==> src/rtl/scan_index_gen.sv <==
// Scan index generator feeding a 3-to-8 one-hot decoder: a prescaler produces step
// ticks, and on each tick sel advances up, down, ping-pong or holds.
module scan_index_gen #(
   parameter int TICK_DIV = 4,
   parameter int NUM_IDX  = 8
) (
   input  logic       clk,
   input  logic       rst,
   input  logic       en,
   input  logic [1:0] mode,
   input  logic       load,
   input  logic [2:0] load_val,
   output logic [2:0] sel,
   output logic       step,
   output logic       wrap,
   output logic       dir
);

   localparam int             CW       = $clog2(TICK_DIV) + 1;
   localparam logic [CW-1:0]  CNT_LAST = CW'(TICK_DIV - 1);
   localparam logic [2:0]     IDX_LAST = 3'(NUM_IDX - 1);
   localparam logic [2:0]     IDX_PEN  = 3'(NUM_IDX - 2);

   typedef enum logic [1:0] {
      MODE_UP   = 2'b00,
      MODE_DOWN = 2'b01,
      MODE_PING = 2'b10,
      MODE_HOLD = 2'b11
   } mode_t;

   typedef enum logic {
      DIR_UP   = 1'b0,
      DIR_DOWN = 1'b1
   } dir_t;

   logic [CW-1:0] r_cnt;
   logic [2:0]    r_sel;
   logic          r_step;
   logic          r_wrap;
   dir_t          r_dir;

   logic          w_tick;
   logic [2:0]    w_cur;
   logic [2:0]    w_load_sel;
   logic [2:0]    w_nxt_sel;
   logic          w_nxt_step;
   logic          w_nxt_wrap;
   dir_t          w_nxt_dir;

   assign w_tick     = en && (r_cnt == CNT_LAST);
   // Out-of-range indices behave as the last valid position.
   assign w_cur      = (r_sel > IDX_LAST) ? IDX_LAST : r_sel;
   assign w_load_sel = (load_val > IDX_LAST) ? IDX_LAST : load_val;

   always_comb begin
      w_nxt_sel  = w_cur;
      w_nxt_step = 1'b0;
      w_nxt_wrap = 1'b0;
      w_nxt_dir  = r_dir;
      case (mode_t'(mode))
         MODE_UP: begin
            w_nxt_step = 1'b1;
            if (w_cur == IDX_LAST) begin
               w_nxt_sel  = 3'd0;
               w_nxt_wrap = 1'b1;
            end else begin
               w_nxt_sel  = w_cur + 3'd1;
            end
         end
         MODE_DOWN: begin
            w_nxt_step = 1'b1;
            if (w_cur == 3'd0) begin
               w_nxt_sel  = IDX_LAST;
               w_nxt_wrap = 1'b1;
            end else begin
               w_nxt_sel  = w_cur - 3'd1;
            end
         end
         MODE_PING: begin
            w_nxt_step = 1'b1;
            if (r_dir == DIR_UP) begin
               if (w_cur == IDX_LAST) begin
                  w_nxt_sel  = IDX_PEN;
                  w_nxt_dir  = DIR_DOWN;
                  w_nxt_wrap = 1'b1;
               end else begin
                  w_nxt_sel  = w_cur + 3'd1;
               end
            end else begin
               if (w_cur == 3'd0) begin
                  w_nxt_sel  = 3'd1;
                  w_nxt_dir  = DIR_UP;
                  w_nxt_wrap = 1'b1;
               end else begin
                  w_nxt_sel  = w_cur - 3'd1;
               end
            end
         end
         MODE_HOLD: begin
            w_nxt_sel = r_sel;
         end
      endcase
   end

   always_ff @(posedge clk) begin
      if (rst) begin
         r_cnt  <= '0;
         r_sel  <= 3'd0;
         r_step <= 1'b0;
         r_wrap <= 1'b0;
         r_dir  <= DIR_UP;
      end else if (load) begin
         // Load restarts the step period and wins over a coincident tick.
         r_cnt  <= '0;
         r_sel  <= w_load_sel;
         r_step <= 1'b0;
         r_wrap <= 1'b0;
      end else begin
         r_step <= 1'b0;
         r_wrap <= 1'b0;
         if (en) begin
            r_cnt <= w_tick ? '0 : r_cnt + CW'(1);
         end
         if (w_tick) begin
            r_sel  <= w_nxt_sel;
            r_step <= w_nxt_step;
            r_wrap <= w_nxt_wrap;
            r_dir  <= w_nxt_dir;
         end
      end
   end

   assign sel  = r_sel;
   assign step = r_step;
   assign wrap = r_wrap;
   assign dir  = r_dir;

endmodule

==> config.mk <==
export PLATFORM = sky130hd
export DESIGN_NAME = scan_index_gen
export DESIGN_NICKNAME = d
export VERILOG_FILES = /design/src/rtl/scan_index_gen.sv
export SDC_FILE = /design/constraint.sdc
export NUM_CORES = 1
export LEC_CHECK = 0
export CAP_MARGIN = 20
export CORE_MARGIN = 4
export CORE_UTILIZATION = 30
export CTS_BUF_LIST = sky130_fd_sc_hd__clkbuf_8
export CTS_CLUSTER_DIAMETER = 120
export DETAILED_ROUTE_END_ITERATION = 12
export PLACE_DENSITY_LB_ADDON = 0.1
export SLEW_MARGIN = 5
export SYNTH_ARGS = -nofsm -noshare
export SYNTH_HDL_FRONTEND = slang
export SYNTH_SLANG_ARGS = --single-unit
==> constraint.sdc <==
create_clock -name clk -period 1.6 [get_ports clk]
set_clock_uncertainty 0.1 [all_clocks]
set_input_delay 0.4 -clock clk [delete_from_list [all_inputs] [get_ports clk]]
set_output_delay 0.4 -clock clk [all_outputs]
set_load 0.03 [all_outputs]
# After elaboration in Yosys (flattened, before gate mapping)

Cells that the tools add are included.
W data, S select, Z words.

Add/subtract/negate cells: 3
Mux-type cells: 18
Bitwise gates (word level): 2
Reduce and logical (&&, ||, !) cells: 9
Eq/ne operators: 6
$lt $le $gt $ge: 2

Operator list:

| kind                  | number |
|---|---|
| $mux W3               | 10 |
| $pmux W3 S3           | 1 |
| $add A3 B1 Y3 const B | 2 |
| $gt A3 B3 Y1 const B  | 2 |
| $mux W1               | 6 |
| $reduce_or A3 Y1      | 2 |
| $eq A2 B2 Y1 const B  | 2 |
| $eq A3 B2 Y1 const B  | 1 |
| $eq A3 B3 Y1 const B  | 1 |
| $logic_not A3 Y1      | 1 |
| $pmux W1 S3           | 1 |
| $reduce_and A3 Y1     | 1 |
| $sub A3 B1 Y3 const B | 1 |
| $eq A2 B1 Y1 const B  | 1 |
| $logic_not A2 Y1      | 1 |
| $ne A2 B2 Y1 const B  | 1 |
| $not A1 Y1            | 2 |
| $reduce_and A2 Y1     | 1 |
| $reduce_bool A2 Y1    | 1 |
| $reduce_or A2 Y1      | 1 |
| $logic_and A1 B1 Y1   | 1 |

Logic and storage cells: 45
Input bits: 9
Flip-flop bits (word level): 9
Output and inout bits: 6

# Depth between registers and ports, before layout

Depth in word-level cells: 8
Gate-level depth with buffers: 7
Mapped depth without buffers: 7

# Worst setup path before layout

OpenSTA, ideal clock, no wires.

Path kind: flip-flop to flip-flop
From: reg r_sel[0], in the netlist sel[0]
To: reg r_sel[0], in the netlist sel[0]
Stages on the path, launching flop included: 6
Arrival: 1.644 ns
Required time: 1.414 ns
Buffers on the path: 0
Setup slack: -0.230 ns
Setup time: 0.086 ns
Period minus slack after synthesis: 1.830 ns
Cell sequence: dfxtp_1 > ha_1 > ha_1 > nor2b_1 > a2111o_1 > a221oi_2

Word-level cells in the longest chain between the ends: 8
Elaborated cells between the ends (all ways): 14
Classes of those cells: add/sub (2); order compare (1); eq/ne (1); mux (9); reduce/logical (1)

Ends and longest elaborated chain:

| element                               | line   | source |
|---|---|---|
| from (decl)                           | 37     | `logic [2:0] r_sel;` |
| from (signal assigned)                | 115    | `r_sel <= w_load_sel;` |
| from (signal assigned)                | 125    | `r_sel <= w_nxt_sel;` |
| $gt A3 B3 Y1                          | 52     | `assign w_cur = (r_sel > IDX_LAST) ? IDX_LAST : r_sel;` |
| $mux W3 (*)                           | 52     |  |
| $add A3 B1 Y3 (tied with other cells) | 67, 87 |  |
| $mux W3, on equally long branches     | 82, 90 |  |
| $mux W3                               | 81     | `if (r_dir == DIR_UP) begin` |
| $pmux W3 S3 (*)                       | 60     | `case (mode_t'(mode))` |
| $mux W3 (*)                           | 124    | `if (w_tick) begin` |
| $mux W3 (*)                           | 112    | `end else if (load) begin` |

Mark *: on every way between the ends. The rest lies on a longest branch, timed or not. The select of a mux whose other input is x is not followed.
A chain may end at the register's enable or synchronous reset.

# Final worst setup path

Ends and elaborated chain as after synthesis.

==> summary.md <==
| Metric | Value |
|---|---|
| Yosys reg bits | 9 |
| Iter 0 DRT Violations | 10 |
| Synth Area in Simple Gates | 0.243 |
| Final hold slack | 0.343 ns |
| First-pass GRT wire length | 3240 um |
| Pins over their slew limit | 0 |
| Synth warnings | 0 |
| Die area | 3170 um^2 |
| Final Hold Viols | 0 |
| Core area | 2210 um^2 |
| Average wire per standard cell | 13.3 um |
| # IOs | 15 |
| Average size of a mapped cell | around 8.3 um^2 |
| Antenna violations before repair | 0 |
| Post-synthesis mux area share | 0 |
| Largest family of logic cells by synthesized area | simple AND/OR/NAND/NOR gates |
| Largest net degree at the start of global routing | 11 |
| Critical path fanouts, max | 4 |
| Worst setup SP type | flop |
| Pwr/cell area | approximately 570 nW/um^2 |
| Num CTS Buffers | 3 |
| Rel. slew slack | 0.751 |
| Cell Rows | 17 |
| Worst hold path type | reg2reg |
| Static leakage | around 0.54 nW |
| Register area share after synthesis | 0.257 |
| Dpl ws | -0.654 ns |
| Unrepaired setup endpoints after global routing | yes |
| Remaining DRCs | 0 |
| Placed inst area | 1080 um^2 |
| Post-synth top cells | 11 x ha_1, 9 x dfxtp_1, 8 x inv_1, 7 x a21oi_1 |
| Critical Path AT | ~1.7 ns |
| Layout Nets | 144 |
| Distinct cells, synth | 30 |
| Worst-Margin Slew | 0.373 ns |
| Ratio of final minimum period to clock period | 1.02 |
| Failing checks | negative setup slack |
| # diodes | 0 |
| Synth Cell Area | 701 um^2 |
| Post-DP HPWL | 1490 um |
| Worst EP required | 1.64 ns |
| Crit path time final | 1.63 ns |
| Total GRT Usage | 0.129 |
| Main synth FF type | dfxtp_1 |
| MaxCap Viol Count | 0 |
| Final setup fails | 1 |
| Synth top area cells | dfxtp_1 26%, ha_1 20%, a21oi_1 5.0% |
| Post-route cell area | between 1000 and 1500 um^2 |
| Area Growth Syn to Fin | 78.0% |
| Xor and xnor area share after synthesis | 0 |
| CTS tree | yes |
| Peak supply drop | 0.615 mV |
| Gr ovfl total | 0 |
| Total wire length | 2010 um |
| Fill count | 215 |
| 1st-pass router iterations | 4 |
| Most frequent cell after synthesis | ha_1 |
| Die H | 56.3 um |
| Compound-gate portion of the synthesized area | 0.241 |
| Clock root cell | clkbuf_8 |
| CTS clk-pin slew, worst paths | 0.05 ns |
| Ys async rst share | 0 |
| Antenna-violating nets left | 0 |
| CTS Buffer Depth | 2 |
| Vias in the first global route | 742 |
| EDFF count, synth | 0 |
| Routed via count | 755 |
| Mapped Cells | 84 |
| FMAX | roughly 0.6 GHz |
| Largest area contributor in the netlist | dfxtp_1 |
| Sequential cell area | 191 um^2 |
| Crit end category | flop |
| Share of cells above drive strength 1 | 0.504 |
| Area fraction of the dominant cell type after synthesis | 0.257 |
| Routability cong. | between 0.7 and 0.8 |
| Crit path kind | reg2reg |
| Hold_buf cts | 0 |
| Crit path setup slack, layout | -0.0300 ns |
| Area of the multi-input gates | 637 um^2 |
| Die width | 56.3 um |
| Status | complete, but fails checks |
| Worst skew pair latency | 0.23 ns |
| Post-Synth Adder-Cell Area | 0.196 |
| Syn_nets | 104 |
| Initial Util | 0.317 |
| Clk sinks | 9 |
| Vias/cell | 5.00 |
| H-tree depth | 1 |
| I/O Buffers | 14 |
==> worst max-delay path, stage by stage, from the launching register on <==
cell and delay (ns):
dfxtp_4 0.36, ha_4 0.18, ha_4 0.17, o21bai_1 0.13, a21oi_1 0.08, a2111o_1 0.30, a221oi_2 0.22
==> per-stage QoR <==
step / std cells / setup TNS [ns] / utilization / total power (W)
after floorplan: 84 / -0.00462 / - / 0.000339
after global placement: 143 / -2.73 / 0.488 / 0.000424
after detailed placement: 143 / -3.01 / 0.488 / 0.000426
after CTS: 147 / -0.0150 / 0.521 / 0.000697
after global routing: 151 / -0.163 / 0.564 / 0.000756
final: 151 / -0.0300 / 0.564 / 0.000710
==> final cells by class <==
class / count / area share
Sequential cell: 9 / 0.153
Timing Repair Buffer: 38 / 0.244
Multi-Input combinational cell: 64 / 0.511
Tap cell: 28 / 0.0281
Inverter: 8 / 0.0281
Clock buffer: 3 / 0.0331
Clock inverter: 1 / 0.00301
==> metal layers <==
| layer | routed length [um] | vias up | global-route usage |
|---|---|---|---|
| li1 | - | 381 | - |
| met1 | 792 | 359 | 0.149 |
| met2 | 1120 | 13 | 0.239 |
| met3 | 79 | 2 | 0.0230 |
| met4 | 16 | 0 | 0.0407 |
| met5 | 0 | - | 0 |
==> cell usage in the layout, fill, tap and decap left out, drive strengths merged <==
cell type and instances:
nor2 6, o2111ai 1, or2 2, o21ai 2, clkbuf 3, a221oi 1
nand2 6, a222oi 1, nand2b 5, ha 11, buf 29, and2b 2
inv 9, nand3b 3, nor3 2, a21boi 1, dlygate4sd2 4, o32ai 2
o21bai 1, o311a 1, a21oi 7, a2111o 1, a311oi 1, dlymetal6s2s 1
a31oi 2, nor2b 1, nor3b 2, dfxtp 9, a22oi 2, clkdlybuf4s50 4
and2 1
==> power by group <==
part           total [W]  switching, W  internal, W
sequential      0.000241     0.0000105     0.000231
combinational   0.000205     0.0000966     0.000108
clock           0.000264     0.0000964     0.000168
==> registers in the layout, indices dropped and copies added, names as in the netlist <==
| name | cells |
|---|---|
| r_cnt | 3 |
| step | 1 |
| dir | 1 |
| sel | 3 |
| wrap | 1 |
==> timing repair <==
action,in CTS,in global routing
pin swaps,2,10
setup endpoints to repair,8,5
gates cloned,0,0
resized for setup,25,13
setup buffers,0,4
==> path summary, 6_finish.rpt <==
check | from | slack [ns] | cells after the start | to
max | sel[0] | -0.03 | 6 | sel[0]
min | r_cnt[2] | 0.34 | 2 | r_cnt[2]
max reg2reg | sel[0] | -0.03 | 6 | sel[0]
min reg2reg | r_cnt[2] | 0.34 | 2 | r_cnt[2]
==> kinds of logic (layout without fill, tap and decap cells) <==
group | after synthesis | count (layout)
buffers and inverters | 11 | 50
adders and majority gates | 11 | 11
AOI/OAI and AO/OA | 23 | 23
DFF | 9 | 9
and+or+nand+nor | 30 | 30
Power figures use the tool's default switching activity.
